**src/rtl/user_wb_io_regs.sv**
```systemverilog
// Wishbone classic register block for the user GPIOs, input edge interrupts,
// a 16-bit down-counting timer and a software interrupt.
module user_wb_io_regs #(
    parameter logic [31:0] BASE_ADDR = 32'h3000_0000,
    parameter int unsigned NIO       = 16
) (
    input  logic           wb_clk_i,
    input  logic           wb_rst_ni,
    input  logic           wbs_cyc_i,
    input  logic           wbs_stb_i,
    input  logic           wbs_we_i,
    input  logic [3:0]     wbs_sel_i,
    input  logic [31:0]    wbs_adr_i,
    input  logic [31:0]    wbs_dat_i,
    output logic           wbs_ack_o,
    output logic [31:0]    wbs_dat_o,
    input  logic [NIO-1:0] io_in,
    output logic [NIO-1:0] io_out,
    output logic [NIO-1:0] io_oeb,
    output logic [2:0]     irq
);

    localparam int unsigned SW   = NIO + 1;
    localparam int unsigned TW   = 16;
    localparam int unsigned OFFW = 6;

    localparam logic [OFFW-1:0] OFF_OUT   = 6'h00;
    localparam logic [OFFW-1:0] OFF_OEB   = 6'h01;
    localparam logic [OFFW-1:0] OFF_IN    = 6'h02;
    localparam logic [OFFW-1:0] OFF_IEN   = 6'h03;
    localparam logic [OFFW-1:0] OFF_STAT  = 6'h04;
    localparam logic [OFFW-1:0] OFF_TLOAD = 6'h05;
    localparam logic [OFFW-1:0] OFF_TCTRL = 6'h06;
    localparam logic [OFFW-1:0] OFF_TCNT  = 6'h07;
    localparam logic [OFFW-1:0] OFF_SWI   = 6'h08;

    logic [NIO-1:0] out_q,   out_d;
    logic [NIO-1:0] oeb_q,   oeb_d;
    logic [NIO-1:0] sync1_q, sync2_q, sync3_q;
    logic [SW-1:0]  ien_q,   ien_d;
    logic [SW-1:0]  stat_q,  stat_d;
    logic [TW-1:0]  tload_q, tload_d;
    logic [1:0]     tctrl_q, tctrl_d;
    logic [TW-1:0]  tcnt_q,  tcnt_d;
    logic           swi_q,   swi_d;
    logic           ack_q,   ack_d;
    logic [31:0]    dat_q,   dat_d;
    logic [2:0]     irq_q,   irq_d;

    logic [OFFW-1:0] off_c;
    logic [31:0]     mask_c;
    logic [31:0]     rdata_c;
    logic [SW-1:0]   stat_set_c;
    logic [SW-1:0]   stat_clr_c;
    logic            req_c;
    logic            wr_c;
    logic            expire_c;
    logic            unused_c;

    assign unused_c = ^wbs_adr_i[1:0];

    // Byte-lane merge of write data into the current register contents.
    function automatic logic [31:0] wmerge(input logic [31:0] old,
                                           input logic [31:0] dat,
                                           input logic [31:0] mask);
        return (old & ~mask) | (dat & mask);
    endfunction

    always_comb begin
        off_c    = wbs_adr_i[7:2];
        mask_c   = {{8{wbs_sel_i[3]}}, {8{wbs_sel_i[2]}}, {8{wbs_sel_i[1]}}, {8{wbs_sel_i[0]}}};
        req_c    = wbs_cyc_i && wbs_stb_i && !ack_q && (wbs_adr_i[31:8] == BASE_ADDR[31:8]);
        wr_c     = req_c && wbs_we_i;
        expire_c = tctrl_q[0] && (tcnt_q == '0);

        out_d      = out_q;
        oeb_d      = oeb_q;
        ien_d      = ien_q;
        tload_d    = tload_q;
        tctrl_d    = tctrl_q;
        tcnt_d     = tcnt_q;
        swi_d      = swi_q;
        stat_clr_c = '0;
        stat_set_c = {expire_c, sync2_q & ~sync3_q};
        rdata_c    = '0;

        // Free-running timer; a TCTRL write below overrides run and count.
        if (tctrl_q[0]) begin
            if (expire_c) begin
                if (tctrl_q[1]) begin
                    tcnt_d = tload_q;
                end else begin
                    tcnt_d     = '0;
                    tctrl_d[0] = 1'b0;
                end
            end else begin
                tcnt_d = tcnt_q - TW'(1);
            end
        end

        if (wr_c) begin
            case (off_c)
                OFF_OUT:   out_d   = NIO'(wmerge(32'(out_q), wbs_dat_i, mask_c));
                OFF_OEB:   oeb_d   = NIO'(wmerge(32'(oeb_q), wbs_dat_i, mask_c));
                OFF_IEN:   ien_d   = SW'(wmerge(32'(ien_q), wbs_dat_i, mask_c));
                OFF_STAT:  stat_clr_c = SW'(wbs_dat_i & mask_c);
                OFF_TLOAD: tload_d = TW'(wmerge(32'(tload_q), wbs_dat_i, mask_c));
                OFF_TCTRL: begin
                    if (wbs_sel_i[0]) begin
                        tctrl_d = wbs_dat_i[1:0];
                        tcnt_d  = wbs_dat_i[0] ? tload_q : tcnt_q;
                    end
                end
                OFF_SWI:   if (wbs_sel_i[0]) swi_d = wbs_dat_i[0];
                default:   ;
            endcase
        end

        case (off_c)
            OFF_OUT:   rdata_c = 32'(out_q);
            OFF_OEB:   rdata_c = 32'(oeb_q);
            OFF_IN:    rdata_c = 32'(sync2_q);
            OFF_IEN:   rdata_c = 32'(ien_q);
            OFF_STAT:  rdata_c = 32'(stat_q);
            OFF_TLOAD: rdata_c = 32'(tload_q);
            OFF_TCTRL: rdata_c = 32'(tctrl_q);
            OFF_TCNT:  rdata_c = 32'(tcnt_q);
            OFF_SWI:   rdata_c = 32'(swi_q);
            default:   rdata_c = '0;
        endcase

        // Set wins over a simultaneous write-1-to-clear.
        stat_d = (stat_q & ~stat_clr_c) | stat_set_c;
        irq_d  = {swi_q, stat_q[SW-1] & ien_q[SW-1], |(stat_q[NIO-1:0] & ien_q[NIO-1:0])};
        ack_d  = req_c;
        dat_d  = (req_c && !wbs_we_i) ? rdata_c : '0;
    end

    always_ff @(posedge wb_clk_i or negedge wb_rst_ni) begin
        if (!wb_rst_ni) begin
            out_q   <= '0;
            oeb_q   <= '1;
            sync1_q <= '0;
            sync2_q <= '0;
            sync3_q <= '0;
            ien_q   <= '0;
            stat_q  <= '0;
            tload_q <= '0;
            tctrl_q <= '0;
            tcnt_q  <= '0;
            swi_q   <= 1'b0;
            ack_q   <= 1'b0;
            dat_q   <= '0;
            irq_q   <= '0;
        end else begin
            out_q   <= out_d;
            oeb_q   <= oeb_d;
            sync1_q <= io_in;
            sync2_q <= sync1_q;
            sync3_q <= sync2_q;
            ien_q   <= ien_d;
            stat_q  <= stat_d;
            tload_q <= tload_d;
            tctrl_q <= tctrl_d;
            tcnt_q  <= tcnt_d;
            swi_q   <= swi_d;
            ack_q   <= ack_d;
            dat_q   <= dat_d;
            irq_q   <= irq_d;
        end
    end

    assign wbs_ack_o = ack_q;
    assign wbs_dat_o = dat_q;
    assign io_out    = out_q;
    assign io_oeb    = oeb_q;
    assign irq       = irq_q;

endmodule

```
**config.mk**
```make
export PLATFORM = sky130hd
export DESIGN_NAME = user_wb_io_regs
export DESIGN_NICKNAME = d
export VERILOG_FILES = /design/src/rtl/user_wb_io_regs.sv
export SDC_FILE = /design/constraint.sdc
export NUM_CORES = 1
export LEC_CHECK = 0
export BUFFER_PORTS_ARGS = -buffer_cell sky130_fd_sc_hd__buf_2
export CORE_ASPECT_RATIO = 1.1
export CORE_MARGIN = 2
export CORE_UTILIZATION = 52
export DETAILED_ROUTE_END_ITERATION = 12
export PLACE_DENSITY = 0.82
export SYNTH_ARGS = -nofsm -noshare
export SYNTH_HDL_FRONTEND = slang
export SYNTH_SLANG_ARGS = --single-unit
```
**constraint.sdc**
```tcl
create_clock -name wb_clk_i -period 2.9 [get_ports wb_clk_i]
set_input_delay 0.145 -clock wb_clk_i [delete_from_list [all_inputs] [get_ports wb_clk_i]]
set_output_delay 0.145 -clock wb_clk_i [all_outputs]
set_load 0.03 [all_outputs]
```
==> results.cfg <==
[run_status]
outcome = completed

[die]
ioPinCount = 157
design.core.area_um2 = 14560
num_rows = 46
start_util_pct = 53.59
dieArea_um2 = 16000
die-width_um = 120.8
die_y_um = 132.5

[route]
avgViaCountPerCell = 5.983
wl_per_cell_um = 21.22
drc = 0
route.met3.wl_mm = 1.190
wl_met1_mm = 8.182
antenna_left = 0
highest_layer = met4
wirelength_mm = 20.57
firstDrtPassIters = 6
wl_met2_mm = 10.42
drt-initial-drc-count = 424
dr_total_vias = 5798

[clock_tree]
root_buffer = clkbuf_16
numCtsBuffers = 17
cts_max_level = 4
ctsLongestPathBuffers = 2
clk_latency_ps = 430
clkSlewWorstSetupHoldPaths_ps = 60
clock_sinks = 170
cts_tree = yes

[layout]
nNetsFinal = 854
post-route-util_pct = 65.20
antenna_cells = 0
synthToLayoutAreaGrowth_pct = 21.66
fill_cells = 1064
drive_above_1_share_pct = 37.58

[synthesis]
synth-seq-cells = 170
seq_area_frac_synth_pct = 54.77
synth_top_family_by_area = multiplexers
synth_area_um2 = 7804
synthMuxAreaShare_pct = 16.53
synth_xor_area_share_pct = 0.7856
synth_compound_area_share_pct = 11.42
synth.largest_area_cell = dfrtp_1
yosys_warnings = 0
ys.flop_type = dfrtp_1
avgSynthCellArea_um2 = 12.88
synth_top_area_share_pct = 49.38
async_flop_share_pct = 100.0
synthDistinctLibCells = 64
synth_area_leaders = dfrtp_1 49%, mux2_2 9.4%, dfstp_2 5.4%
synth_fa_ha_area_share_pct = 0.1603
synthSimpleGateAreaFrac_pct = 12.04
synth_edf_count = 0
syn_inst = 606

[setup_path]
cp-end-kind = register
rr_worst_depth = 5
cp-start-kind = register
r2r-start = wbs_ack_o
reg2reg_slack_ps = 390
cp_data_required_time_ps = 3200
path_class = reg -> reg
crit_fanout = 8
crit_arrival_ps = 2810

[timing]
finalHoldViolCount = 0
max_freq_ghz = 0.3991
setup_violations = 0
fin_crit_ps = 2505
holdWs_ps = 15.52
tns_ps = 0
worst_pin_slew_ps = 850.2
skew_ps = 4.215
timing.slew.headroom_pct = 42.89
slew_violations = 0
period_share_pct = 86.40
grt_setup_unrepaired = false

[power]
p_leak_nw = 4.558
vdd_drop_max_v = 0.0005204
power_density_nw_per_um2 = 524.8

[placed_design]
gp_congestion = 0.8942
io_buffers = 123
dpl.hpwl_mm = 14.26

[hold_path]
hold_path.class = in -> reg
hold_depth = 2
worstHoldStart = wbs_dat_i[13]

[global_routing]
grt.total_usage_pct = 26.95
globalRouteOverflowTotal = 0
first_global_vias = 6087
grt_antenna_before_repair = 0
grt_max_degree = 81
grt_pass1_wl_mm = 32.81

[job]
max_cap_violations = 0
==> how the worst max path moves through the flow <==
stage                          from  endpoint  depth (start not counted)
after floorplan           wbs_ack_o  register                          6
after detailed placement  wbs_ack_o  register                          5
final                     wbs_ack_o  register                          5
after global routing      wbs_ack_o  register                          5
after global placement    wbs_ack_o  register                          5
after CTS                 wbs_ack_o  register                          5
==> routing by layer <==
metal / vias up / GRT usage, %
met3: 44 / 5.474
met5: - / 0
li1: 2568 / -
met2: 236 / 44.88
met1: 2950 / 33.57
met4: 0 / 13.05
==> where the power goes <==
| part | internal (W) | switching [W] |
|---|---|---|
| Combinational | 0.000108 | 0.000173 |
| Sequential | 0.00241 | 0.0000150 |
| Clock | 0.00136 | 0.000921 |
==> metrics by stage <==
| step | power, W | setup WS (ps) | area (um^2) | cells |
|---|---|---|---|---|
| 6_report | 0.004983 | 394.5 | 9494 | 969 |
| 5_1_grt | 0.005141 | 276.1 | 9494 | 969 |
| 4_1_cts | 0.005001 | 360.1 | 9494 | 969 |
| 3_5_place_dp | 0.002722 | 373.3 | 8665 | 914 |
| 3_3_place_gp | 0.002711 | 442.8 | 8665 | 914 |
| 2_1_floorplan | 0.002588 | 585.2 | 7856 | 620 |
==> timing repair <==
action,in CTS,in global routing
hold buffers,23,0
endpoints found under the hold margin,93,0
gates resized for setup,0,0
buffers inserted,0,0
==> cell usage after synthesis (all sizes together), types with 2 or more instances <==
library cell,n
and3,3
xnor2,3
dfrtp,154
a22oi,16
nor4b,5
nand4,22
o31ai,2
a221oi,4
nand2,40
clkbuf,13
a211oi,3
mux4,14
a211o,2
inv,24
buf,31
or4,2
a21o,2
mux2i,4
dfstp,16
or3,3
a32oi,2
o211ai,8
a21oi,4
and2,4
nand3,12
nor2,32
mux2,83
xor2,4
o21ai,8
nor4,12
nor2b,4
o221a,10
a22o,37
nor3,8
==> worst max-delay path, cell delays in order (launching register included) <==
cell,delay (ps)
dfrtp_1,400
nor4_4,370
nand3_4,200
or4_1,710
nor2_8,330
mux2_1,360
==> cells by family (layout without fill, tap and decap cells) <==
| family | Yosys count | after routing |
|---|---|---|
| AO/OA/AOI/OAI | 107 | 107 |
| XOR/XNOR | 7 | 7 |
| adder cells (fa/ha/maj) | 1 | 1 |
| buffers and inverters | 68 | 225 |
| flip-flops | 170 | 170 |
| multiplexers | 101 | 101 |
| other | 1 | 15 |
| AND/OR/NAND/NOR | 151 | 151 |
==> cells in the final DEF (no fill, tap or decap), types with 17 or more instances in the layout <==
cell type,n
buf_2,122
dfrtp_1,154
nand4_1,21
inv_1,24
nor2_1,28
clkbuf_16,17
mux2_2,65
nand2_1,40
buf_4,23
dlygate4sd3_1,23
mux2_1,18
a22o_1,37
==> area by class of cell <==
cell class              count  area (um^2)  area share [%]
repair buffers            169         1025           10.79
well taps                 192        240.2           2.530
clock inverters            10        115.1           1.212
inverters                  24        90.09          0.9489
flip-flops and latches    170         4274           45.02
clock buffers              22        484.2           5.100
multi-input cells         382         3266           34.40
Power figures use the tool's default switching activity.
